==> src/rtl/uart_slave_rx.sv <==
// uart_slave_rx: oversampling UART receiver.
// Frame format: start(0), DATA_BITS data bits LSB first, optional even-parity bit, stop(1).
// The line is synchronized, and every bit is sampled once near its middle.
// The received word and its error flags are registered together with a one-cycle done pulse.
module uart_slave_rx #(
  parameter int CLKS_PER_BIT = 16,
  parameter int DATA_BITS    = 8,
  parameter int PARITY_EN    = 1
) (
  input  logic                 clk,
  input  logic                 rst,
  input  logic                 u_rx,
  input  logic                 en_rx,
  output logic [DATA_BITS-1:0] rx_data,
  output logic                 u_rx_done,
  output logic                 rx_parity_err,
  output logic                 rx_frame_err,
  output logic                 rx_busy
);

  localparam int CNT_W = $clog2(CLKS_PER_BIT);
  localparam int IDX_W = $clog2(DATA_BITS);
  localparam logic [CNT_W-1:0] HALF_LAST = CNT_W'(CLKS_PER_BIT / 2 - 1);
  localparam logic [CNT_W-1:0] BIT_LAST  = CNT_W'(CLKS_PER_BIT - 1);
  localparam logic [IDX_W-1:0] IDX_LAST  = IDX_W'(DATA_BITS - 1);

  typedef enum logic [2:0] {
    S_IDLE,
    S_START,
    S_DATA,
    S_PARITY,
    S_STOP,
    S_DONE
  } state_t;

  // Registered state
  logic                 r_sync1;
  logic                 r_sync2;
  state_t               r_state;
  logic [CNT_W-1:0]     r_cnt;
  logic [IDX_W-1:0]     r_idx;
  logic [DATA_BITS-1:0] r_shift;
  logic                 r_perr;
  logic                 r_ferr;
  logic                 r_armed;
  logic [DATA_BITS-1:0] r_data;
  logic                 r_done;
  logic                 r_perr_out;
  logic                 r_ferr_out;

  // Next-state values
  state_t               w_state_next;
  logic [CNT_W-1:0]     w_cnt_next;
  logic [IDX_W-1:0]     w_idx_next;
  logic [DATA_BITS-1:0] w_shift_next;
  logic                 w_perr_next;
  logic                 w_ferr_next;
  logic                 w_armed_next;
  logic                 w_sample_data;
  logic                 w_load_out;
  logic                 w_rxs;
  logic                 w_bit_end;

  assign w_rxs     = r_sync2;
  assign w_bit_end = (r_cnt == BIT_LAST);

  // Each shift-register bit captures the line only when its own index is being sampled.
  generate
    for (genvar gi = 0; gi < DATA_BITS; gi++) begin : g_shift
      assign w_shift_next[gi] = (w_sample_data && (r_idx == IDX_W'(gi))) ? w_rxs : r_shift[gi];
    end
  endgenerate

  // Two-flop synchronizer on the asynchronous serial input; idles high.
  always_ff @(posedge clk) begin
    if (rst) begin
      r_sync1 <= 1'b1;
      r_sync2 <= 1'b1;
    end else begin
      r_sync1 <= u_rx;
      r_sync2 <= r_sync1;
    end
  end

  // Next-state and datapath decisions for the frame receiver.
  always_comb begin
    w_state_next  = r_state;
    w_cnt_next    = r_cnt;
    w_idx_next    = r_idx;
    w_perr_next   = r_perr;
    w_ferr_next   = r_ferr;
    w_armed_next  = r_armed;
    w_sample_data = 1'b0;
    w_load_out    = 1'b0;

    case (r_state)
      S_IDLE: begin
        // A high line re-arms start detection; a held-low break never does.
        if (w_rxs) begin
          w_armed_next = 1'b1;
        end
        if (en_rx && r_armed && !w_rxs) begin
          w_state_next = S_START;
          w_cnt_next   = '0;
        end
      end

      S_START: begin
        if (r_cnt == HALF_LAST) begin
          w_cnt_next = '0;
          if (w_rxs) begin
            // Line went back high before mid-start: treat as a glitch.
            w_state_next = S_IDLE;
          end else begin
            w_idx_next   = '0;
            w_state_next = S_DATA;
          end
        end else begin
          w_cnt_next = r_cnt + CNT_W'(1);
        end
      end

      S_DATA: begin
        if (w_bit_end) begin
          w_sample_data = 1'b1;
          w_cnt_next    = '0;
          if (r_idx == IDX_LAST) begin
            w_state_next = (PARITY_EN != 0) ? S_PARITY : S_STOP;
          end else begin
            w_idx_next = r_idx + IDX_W'(1);
          end
        end else begin
          w_cnt_next = r_cnt + CNT_W'(1);
        end
      end

      S_PARITY: begin
        if (w_bit_end) begin
          // Even parity: the parity bit plus all data bits must XOR to zero.
          w_perr_next  = w_rxs ^ (^r_shift);
          w_cnt_next   = '0;
          w_state_next = S_STOP;
        end else begin
          w_cnt_next = r_cnt + CNT_W'(1);
        end
      end

      S_STOP: begin
        if (w_bit_end) begin
          w_ferr_next = ~w_rxs;
          if (!w_rxs) begin
            w_armed_next = 1'b0;
          end
          w_cnt_next   = '0;
          w_state_next = S_DONE;
        end else begin
          w_cnt_next = r_cnt + CNT_W'(1);
        end
      end

      S_DONE: begin
        w_load_out   = 1'b1;
        w_state_next = S_IDLE;
      end

      default: begin
        w_state_next = S_IDLE;
        w_cnt_next   = '0;
      end
    endcase
  end

  // State, counters and frame-local registers.
  always_ff @(posedge clk) begin
    if (rst) begin
      r_state <= S_IDLE;
      r_cnt   <= '0;
      r_idx   <= '0;
      r_shift <= '0;
      r_perr  <= 1'b0;
      r_ferr  <= 1'b0;
      r_armed <= 1'b0;
    end else begin
      r_state <= w_state_next;
      r_cnt   <= w_cnt_next;
      r_idx   <= w_idx_next;
      r_shift <= w_shift_next;
      r_perr  <= w_perr_next;
      r_ferr  <= w_ferr_next;
      r_armed <= w_armed_next;
    end
  end

  // Output registers: word and flags update together with the done pulse and then hold.
  always_ff @(posedge clk) begin
    if (rst) begin
      r_data     <= '0;
      r_done     <= 1'b0;
      r_perr_out <= 1'b0;
      r_ferr_out <= 1'b0;
    end else begin
      r_done <= w_load_out;
      if (w_load_out) begin
        r_data     <= r_shift;
        r_perr_out <= (PARITY_EN != 0) ? r_perr : 1'b0;
        r_ferr_out <= r_ferr;
      end
    end
  end

  assign rx_data       = r_data;
  assign u_rx_done     = r_done;
  assign rx_parity_err = r_perr_out;
  assign rx_frame_err  = r_ferr_out;
  assign rx_busy       = (r_state != S_IDLE);

endmodule

==> config.mk <==
export PLATFORM = sky130hd
export DESIGN_NAME = uart_slave_rx
export DESIGN_NICKNAME = d
export VERILOG_FILES = /design/src/rtl/uart_slave_rx.sv
export SDC_FILE = /design/constraint.sdc
export NUM_CORES = 1
export LEC_CHECK = 0
export ABC_AREA = 1
export BUFFER_PORTS_ARGS = -buffer_cell sky130_fd_sc_hd__buf_2
export CAP_MARGIN = 20
export CORE_MARGIN = 2
export CORE_UTILIZATION = 52
export CTS_CLUSTER_SIZE = 28
export DETAILED_ROUTE_END_ITERATION = 12
export PLACE_DENSITY = 0.75
export SYNTH_ARGS = -nofsm -noshare
export SYNTH_HDL_FRONTEND = slang
export SYNTH_SLANG_ARGS = --single-unit
==> constraint.sdc <==
create_clock -name clk -period 1.34 [get_ports clk]
set_input_delay 0.067 -clock clk [delete_from_list [all_inputs] [get_ports clk]]
set_output_delay 0.067 -clock clk [all_outputs]
set_load 0.02 [all_outputs]
==> results of run 1 <==
-- what timing repair did --
action / in CTS / in global routing
pin swaps: 2 / 12
setup buffers: 0 / 4
resized for setup: 17 / 27
setup endpoints to repair: 13 / 21
hold endpoints to repair: 1 / 0
hold buffers: 1 / 0
-- area by class of cell --
| cell class | instances | area [µm²] | share of cell area |
|---|---|---|---|
| clock buffer | 7 | 55.1 | 0.0271 |
| clock inverter | 1 | 5.00 | 0.00246 |
| inverter | 24 | 95.1 | 0.0467 |
| multi-input combinational | 155 | 912 | 0.448 |
| sequential | 34 | 698 | 0.343 |
| tap | 33 | 41.3 | 0.0203 |
| timing repair buffer | 35 | 228 | 0.112 |
-- critical path: cells and delay by family (launching register included) --
| kind | cells | cell delay, ns |
|---|---|---|
| simple gates | 4 | 0.45 |
| flops | 1 | 0.36 |
| compound gates | 2 | 0.21 |
| fa+ha+maj | 1 | 0.15 |
| buf+inv | 1 | 0.07 |
-- cells in the mapped netlist (2+ instances only) --
| library cell | count |
|---|---|
| nand3_2 | 2 |
| xor2_1 | 4 |
| nand2_1 | 50 |
| or2_2 | 2 |
| nand4_1 | 3 |
| ha_1 | 7 |
| inv_1 | 23 |
| xnor2_1 | 2 |
| a21oi_1 | 28 |
| clkbuf_1 | 2 |
| o21ai_0 | 18 |
| nand3_1 | 15 |
| nor2_1 | 15 |
| dfxtp_1 | 34 |
-- through the flow --
stage | worst slack (ns) | setup TNS, ns | util | area [µm²]
2_1_floorplan | 0.0171 | 0 | - | 1620
3_3_place_gp | -0.0304 | -0.132 | 0.603 | 1810
3_5_place_dp | -0.0776 | -0.462 | 0.603 | 1810
4_1_cts | -0.0231 | -0.0712 | 0.636 | 1910
5_1_grt | -0.0983 | -0.691 | 0.678 | 2030
6_report | -0.00315 | -0.00342 | 0.678 | 2030
-- cells by family after synthesis --
logic type | after synthesis | share of synthesized area
simple gates | 94 | 0.261
compound gates | 48 | 0.152
flops | 34 | 0.422
buf+inv | 30 | 0.0783
fa+ha+maj | 7 | 0.0543
xor+xnor | 6 | 0.0326
-- layout by cell type (no fill, tap or decap), types with 2 or more instances in the layout --
master,Yosys,routed
a21oi_1,28,27
buf_2,1,15
buf_4,1,19
clkbuf_4,0,5
dfxtp_1,34,26
dfxtp_2,0,5
dfxtp_4,0,3
ha_1,7,4
ha_4,0,2
inv_1,23,20
inv_2,1,2
inv_4,0,2
nand2_1,50,45
nand2_2,1,4
nand2_4,0,2
nand3_1,15,11
nand3_2,2,5
nand4_1,3,3
nor2_1,15,12
nor2_2,1,3
nor2_4,1,2
o21ai_0,18,13
o21ai_1,0,5
or2_2,2,2
xnor2_1,2,2
xor2_1,4,4
-- how the worst min path moves through the flow --
stage,from,end,cells after the start
2_1_floorplan,u_rx,r_sync1$_SDFF_PP1_,1
3_3_place_gp,u_rx,r_sync1$_SDFF_PP1_,2
3_5_place_dp,u_rx,r_sync1$_SDFF_PP1_,2
4_1_cts,rst,r_cnt[1]$_SDFFE_PP0P_,3
5_1_grt,rst,rx_data[3]$_SDFFE_PP0N_,3
6_report,rst,r_shift[3]$_SDFFE_PP0P_,3
-- power by group --
part / internal [mW] / total [mW] / switching, mW / leakage (nW)
logic: 0.334 / 0.857 / 0.523 / 0.591
clock network: 0.254 / 0.606 / 0.352 / 0.0353
registers: 1.10 / 1.19 / 0.0887 / 0.280
-- registers in the layout (all words and copies together) (netlist names) --
signal / count
r_armed: 1
r_cnt: 4
r_ferr: 1
r_idx: 3
r_perr: 1
r_shift: 8
r_state: 3
r_sync1: 1
r_sync2: 1
rx_data: 8
rx_frame_err: 1
rx_parity_err: 1
u_rx_done: 1
-- per-layer routing --
metal / track usage / up-vias
met3: 0.0584 / 6
met1: 0.257 / 683
met2: 0.337 / 24
met4: 0.0984 / 0
li1: - / 783
met5: 0 / -
==> key figures, run 1 <==
Run status
  • Status: finished, violations left
  • Failing checks: setup timing

Logic synthesis
  • Post-Syn Area per Cell: ~7.4 µm²
  • Synth warn: 0
  • Net count after synthesis: 230
  • Synth Cell Area: 1610 µm²
  • FFs w/ async S/R, synth: 0
  • Leading area contributor after synthesis: dfxtp_1
  • Count of unique library cells instantiated by Yosys: 28
  • Area share of the largest cell type after synthesis: 0.422
  • Top_reg_cell synth: dfxtp_1
  • Gate Count Post-Synth: 219
  • Post-synth EDFFs: 0
  • FF+latch count, synth: 34
  • Seq/Total Area, Yosys: 0.422
  • Ranking of synthesized cells by area: dfxtp_1, nand2_1, a21oi_1, o21ai_0, ha_1

Setup path
  • Critical-path cell list: ha_4, nand2_4, inv_4, nand2_4, nor2_4, nand3_1, o21ai_0, a21oi_1
  • Critical Path Start Type: register
  • R2r setup slk: -0.003 ns
  • Critical R2R Capture: r_shift[1]$_SDFFE_PP0P_
  • R2r startpoint: r_cnt[1]$_SDFFE_PP0P_
  • Launch point of the critical path: r_cnt[1]$_SDFFE_PP0P_
  • Most common cell on crit path: nand2_4
  • CP max-delay cell: dfxtp_2
  • Critical path class: reg2reg
  • FF-to-FF path depth: 8
  • Crit path DAT: 1.59 ns
  • CP endpoint: r_shift[1]$_SDFFE_PP0P_
  • CP Data Required Time: around 1.6 ns
  • Critical Path Fanout Max: 8
  • CP Capture Type: register
  • CP peak stage delay: 0.36 ns

Detailed routing
  • Remaining antenna violation count: 0
  • Top Metal Used: met4
  • Wire length on met3: roughly 100 µm
  • Drt pass-1 iters: 4
  • Wire per inst: 12.2 µm
  • DR DRC count: 0
  • WL met1: 1.64 mm
  • Met2 wire length: 1.74 mm
  • Vias per cell: 5.18
  • Final WL: 3.52 mm
  • Via count: 1496
  • First-iteration detailed-routing DRC count: 87

STA
  • Post-route worst setup slack: -0.00315 ns
  • Slew of the pin with the lowest slew margin: 0.449 ns
  • Final slew viol count: 0
  • Max_slew headroom: 0.700
  • RSZ-0062 raised after global routing: yes
  • Setup Viol. Count Final: 2
  • Crit share post-route: 1.00
  • Max Fclk: around 0.74 GHz
  • Final Skew: 0.0102 ns
  • Fin crit period: 1.34 ns
  • Final hold violations: 0
  • WHS: 0.116 ns

Placed design
  • Routability Congestion: ~0.82
  • Hpwl dp: roughly 2.4 mm
  • Placed cell count: 276
  • PortBufs: 15

Floorplan
  • Die Y: around 60 µm
  • Core Rows: 20
  • Die width: ~60 µm
  • Initial Utilization: 0.538
  • Total I/O pin count: 16
  • Core area: ~3000 µm²
  • Die ar.: 3570 µm²

Clocking
  • Clock root buffer: clkbuf_4
  • Clk Latency, worst-skew pair: between 0.3 and 0.4 ns
  • H-tree levels: 2
  • TritonCTS Buffers: 5
  • CTS tree: built
  • Clock Tree Buf Depth: 2
  • Worst-path clk slew: around 0.11 ns
  • TritonCTS sink count: 34

Global route
  • Total GRT Usage: 0.209
  • Vias in the first global route: 1314
  • Global route overflow: 0
  • First-pass GRT wire length: 5.53 mm
  • Largest net degree at the start of global routing: 18
  • Initial antenna violation count: 0

Cells and area
  • Ant. Diodes: 0
  • Layout cells sized above 1: 0.305
  • Cell Count, Final, Fillers Out: 289
  • Layout Nets: 266
  • Area Growth Syn to Fin: 26.0%
  • Fillcell total: around 260

Power and ir drop
  • Total power: roughly 2.7 mW
  • Leakage Power: 0.906 nW
  • P per Cell Area: 1300 nW/µm²
  • Worst vdd ir: between 0.8 and 0.9 mV

Flow run
  • Max-cap viol count: 0

Worst hold path
  • HP Class: in2reg
(Power assumes the default switching activity.)
==> run 2: changes to the inputs <==
==> constraint.sdc (replaced) <==
create_clock -name clk -period 1.2 [get_ports clk]
set_input_delay 0.06 -clock clk [delete_from_list [all_inputs] [get_ports clk]]
set_output_delay 0.06 -clock clk [all_outputs]
set_load 0.02 [all_outputs]
==> run 2 against run 1 <==
  * The run ends with hold timing, setup timing left
  * First-iteration DRC count increased by 30%
  * Critical path type unchanged
  * Global-route usage increased by 5.7 points
  * Combinational power increased by 84%
  * Sequential share of layout area decreased by 5.0 points
  * Core utilization increased by 12 points
  * Die area unchanged
  * Via count increased by 18%
==> key figures, run 2 (synthesis results as in run 1) <==
STA
  • Final hold violations: 1 (+1)
  • RSZ-0062 raised after global routing: yes
  • Max_slew headroom: 0.699 (-0.000889)
  • Final slew viol count: 0 (unchanged)
  • Final Skew: 0.0120 ns (+0.00182 ns)
  • Setup_tns: -3.56 ns (-3.56 ns)
  • Crit share post-route: 1.39 (+0.383)
  • Max Fclk: 0.602 GHz (-19%)
  • Setup Viol. Count Final: 22 (+20)
  • Post-route worst setup slack: -0.462 ns (-0.459 ns)
  • WHS: -0.00277 ns (-0.118 ns)
  • Slew of the pin with the lowest slew margin: 0.448 ns (-0.00162 ns)
  • Fin crit period: 1.66 ns (+0.319 ns)

Floorplan
  • Die Y: 59.7 µm (unchanged)
  • Core Rows: 20 (unchanged)
  • Core area: 3000 µm² (unchanged)
  • Total I/O pin count: 16 (unchanged)
  • Die width: 59.7 µm (unchanged)
  • Die ar.: 3570 µm² (unchanged)
  • Initial Utilization: 0.538 (unchanged)

Cells and area
  • Register area: 697 µm² (-0.18%)
  • Ant. Diodes: 0 (unchanged)
  • Commonest non-fill, non-tap cells in the layout: nand2_1, buf_4, dfxtp_1
  • Final core utilization: 0.793 (+0.115)
  • Layout cells sized above 1: 0.452 (+0.148)
  • Most common cell after layout, fill and taps aside: nand2_1
  • Area Growth Syn to Fin: 47.4%
  • Area of the multi-input gates: 1070 µm² (+18%)
  • Fillcell total: 185 (-28%)
  • Cell Count, Final, Fillers Out: 305 (+5.5%)
  • Layout Nets: 282 (+6.0%)
  • Post-route cell area: 2380 µm² (+17%)

Setup path
  • FF-to-FF path depth: 8 (unchanged)
  • Critical path class: reg2reg
  • Critical-path cell list: ha_4, nand2_4, inv_6, nand2_8, buf_4, nor3_1, o21ai_0, a21oi_1
  • Crit path DAT: 1.93 ns (+0.34 ns)
  • R2r setup slk: -0.46 ns (-0.46 ns)
  • CP Data Required Time: 1.47 ns (-0.12 ns)
  • CP max-delay cell: dfxtp_2
  • Buf/Inv on CP: 2 (+1)
  • Critical Path Fanout Max: 4 (-4)
  • Cell family with most CP delay: simple AND/OR/NAND/NOR gates
  • Critical Path Start Type: register
  • WP depth: 8 (unchanged)
  • CP Capture Type: register
  • CP peak stage delay: 0.38 ns (+0.02 ns)

Clocking
  • Clock Tree Buf Depth: 2 (unchanged)
  • Clock root buffer: clkbuf_4
  • Worst-path clk slew: 0.11 ns (about the same)
  • TritonCTS sink count: 34 (unchanged)
  • Clk Latency, worst-skew pair: 0.35 ns (about the same)
  • CTS tree: built
  • H-tree levels: 2 (unchanged)
  • TritonCTS Buffers: 5 (unchanged)

Placed design
  • Hpwl dp: 2.48 mm (+5.6%)
  • PortBufs: 15 (unchanged)
  • Pre-CTS setup slack: -0.179 ns (-0.101 ns)
  • Dpl cell area: 1880 µm² (+3.8%)
  • Placed cell count: 282 (+2.2%)
  • Routability Congestion: 0.835 (+1.7%)

Detailed routing
  • Final WL: 5.09 mm (+45%)
  • Wire per inst: 16.7 µm (+37%)
  • DR DRC count: 0 (unchanged)
  • First-iteration detailed-routing DRC count: 113 (+30%)
  • Vias per cell: 5.79 (+12%)
  • Remaining antenna violation count: 0 (unchanged)
  • Drt pass-1 iters: 4 (unchanged)
  • Via count: 1766 (+18%)

Power and ir drop
  • Switching power: 1.40 mW (+45%)
  • P per Cell Area: 1570 nW/µm² (+20%)
  • Sw Share: 0.374 (+0.0112)
  • Worst vdd ir: 1.31 mV (+53%)
  • Int Power: 2.33 mW (+38%)
  • Comb power frac: 0.424 (+0.101)
  • Leakage Power: 0.998 nW (+10%)
  • Part of the power in registers: 0.359 (-0.090)
  • Total power: 3.73 mW (+41%)
  • Clk pwr share: 0.217 (-0.011)

Global route
  • First-pass GRT wire length: 6.82 mm (+23%)
  • Vias in the first global route: 1495 (+14%)
  • Total GRT Usage: 0.266 (+0.0569)
  • Largest net degree at the start of global routing: 18 (unchanged)
  • Initial antenna violation count: 0 (unchanged)
  • Global route overflow: 0 (unchanged)

Worst hold path
  • Hold path depth: 2 (-1)
  • HP Class: in2reg

Run status
  • Status: finished, violations left
  • Failing checks: hold timing, setup timing

Flow run
  • Max-cap viol count: 0 (unchanged)
## run 2: what timing repair did
item | in CTS | in global routing
endpoints found under the setup margin | 28 | 31
hold buffers | 1 | 0
cloned | 1 | 0
pin swaps | 17 | 14
setup buffers | 7 | 6
hold endpoints to repair | 1 | 0
gates resized for setup | 42 | 49
## run 2: final cells by class
class	count	area share
multi-input cells	155	0.452
flip-flops and latches	34	0.293
repair buffers	51	0.163
inverters	24	0.0421
clock buffers	8	0.0331
well taps	33	0.0174
## run 2: routing by layer
layer,share of wire,vias to the layer above,track usage
li1,-,818,-
met1,0.38,824,0.287
met2,0.52,95,0.489
met3,0.056,29,0.0714
met4,0.046,0,0.102
met5,0,-,0
## run 2: worst paths after layout
kind / start / end
hold reg to reg: r_sync1$_SDFF_PP1_ / r_sync2$_SDFF_PP1_
hold / removal: rst / r_idx[2]$_SDFFE_PP0P_
setup / recovery: r_cnt[0]$_SDFFE_PP0P_ / r_shift[7]$_SDFFE_PP0P_
setup reg to reg: r_cnt[0]$_SDFFE_PP0P_ / r_shift[7]$_SDFFE_PP0P_
## run 2: power by group through the flow
stage	clock network (mW)	registers, mW	logic (mW)
finish	0.808	1.34	1.58
global route	0.853	1.35	1.67
CTS	0.801	1.34	1.14
detailed placement	0	1.31	0.887
global placement	0	1.31	0.873
floorplan	0	1.32	0.545
## run 2: worst reg2reg max path: stages (launching register included)
cell,delay (ns)
dfxtp_2,0.38
ha_4,0.16
nand2_4,0.06
inv_6,0.08
nand2_8,0.06
buf_4,0.15
nor3_1,0.35
o21ai_0,0.17
a21oi_1,0.17
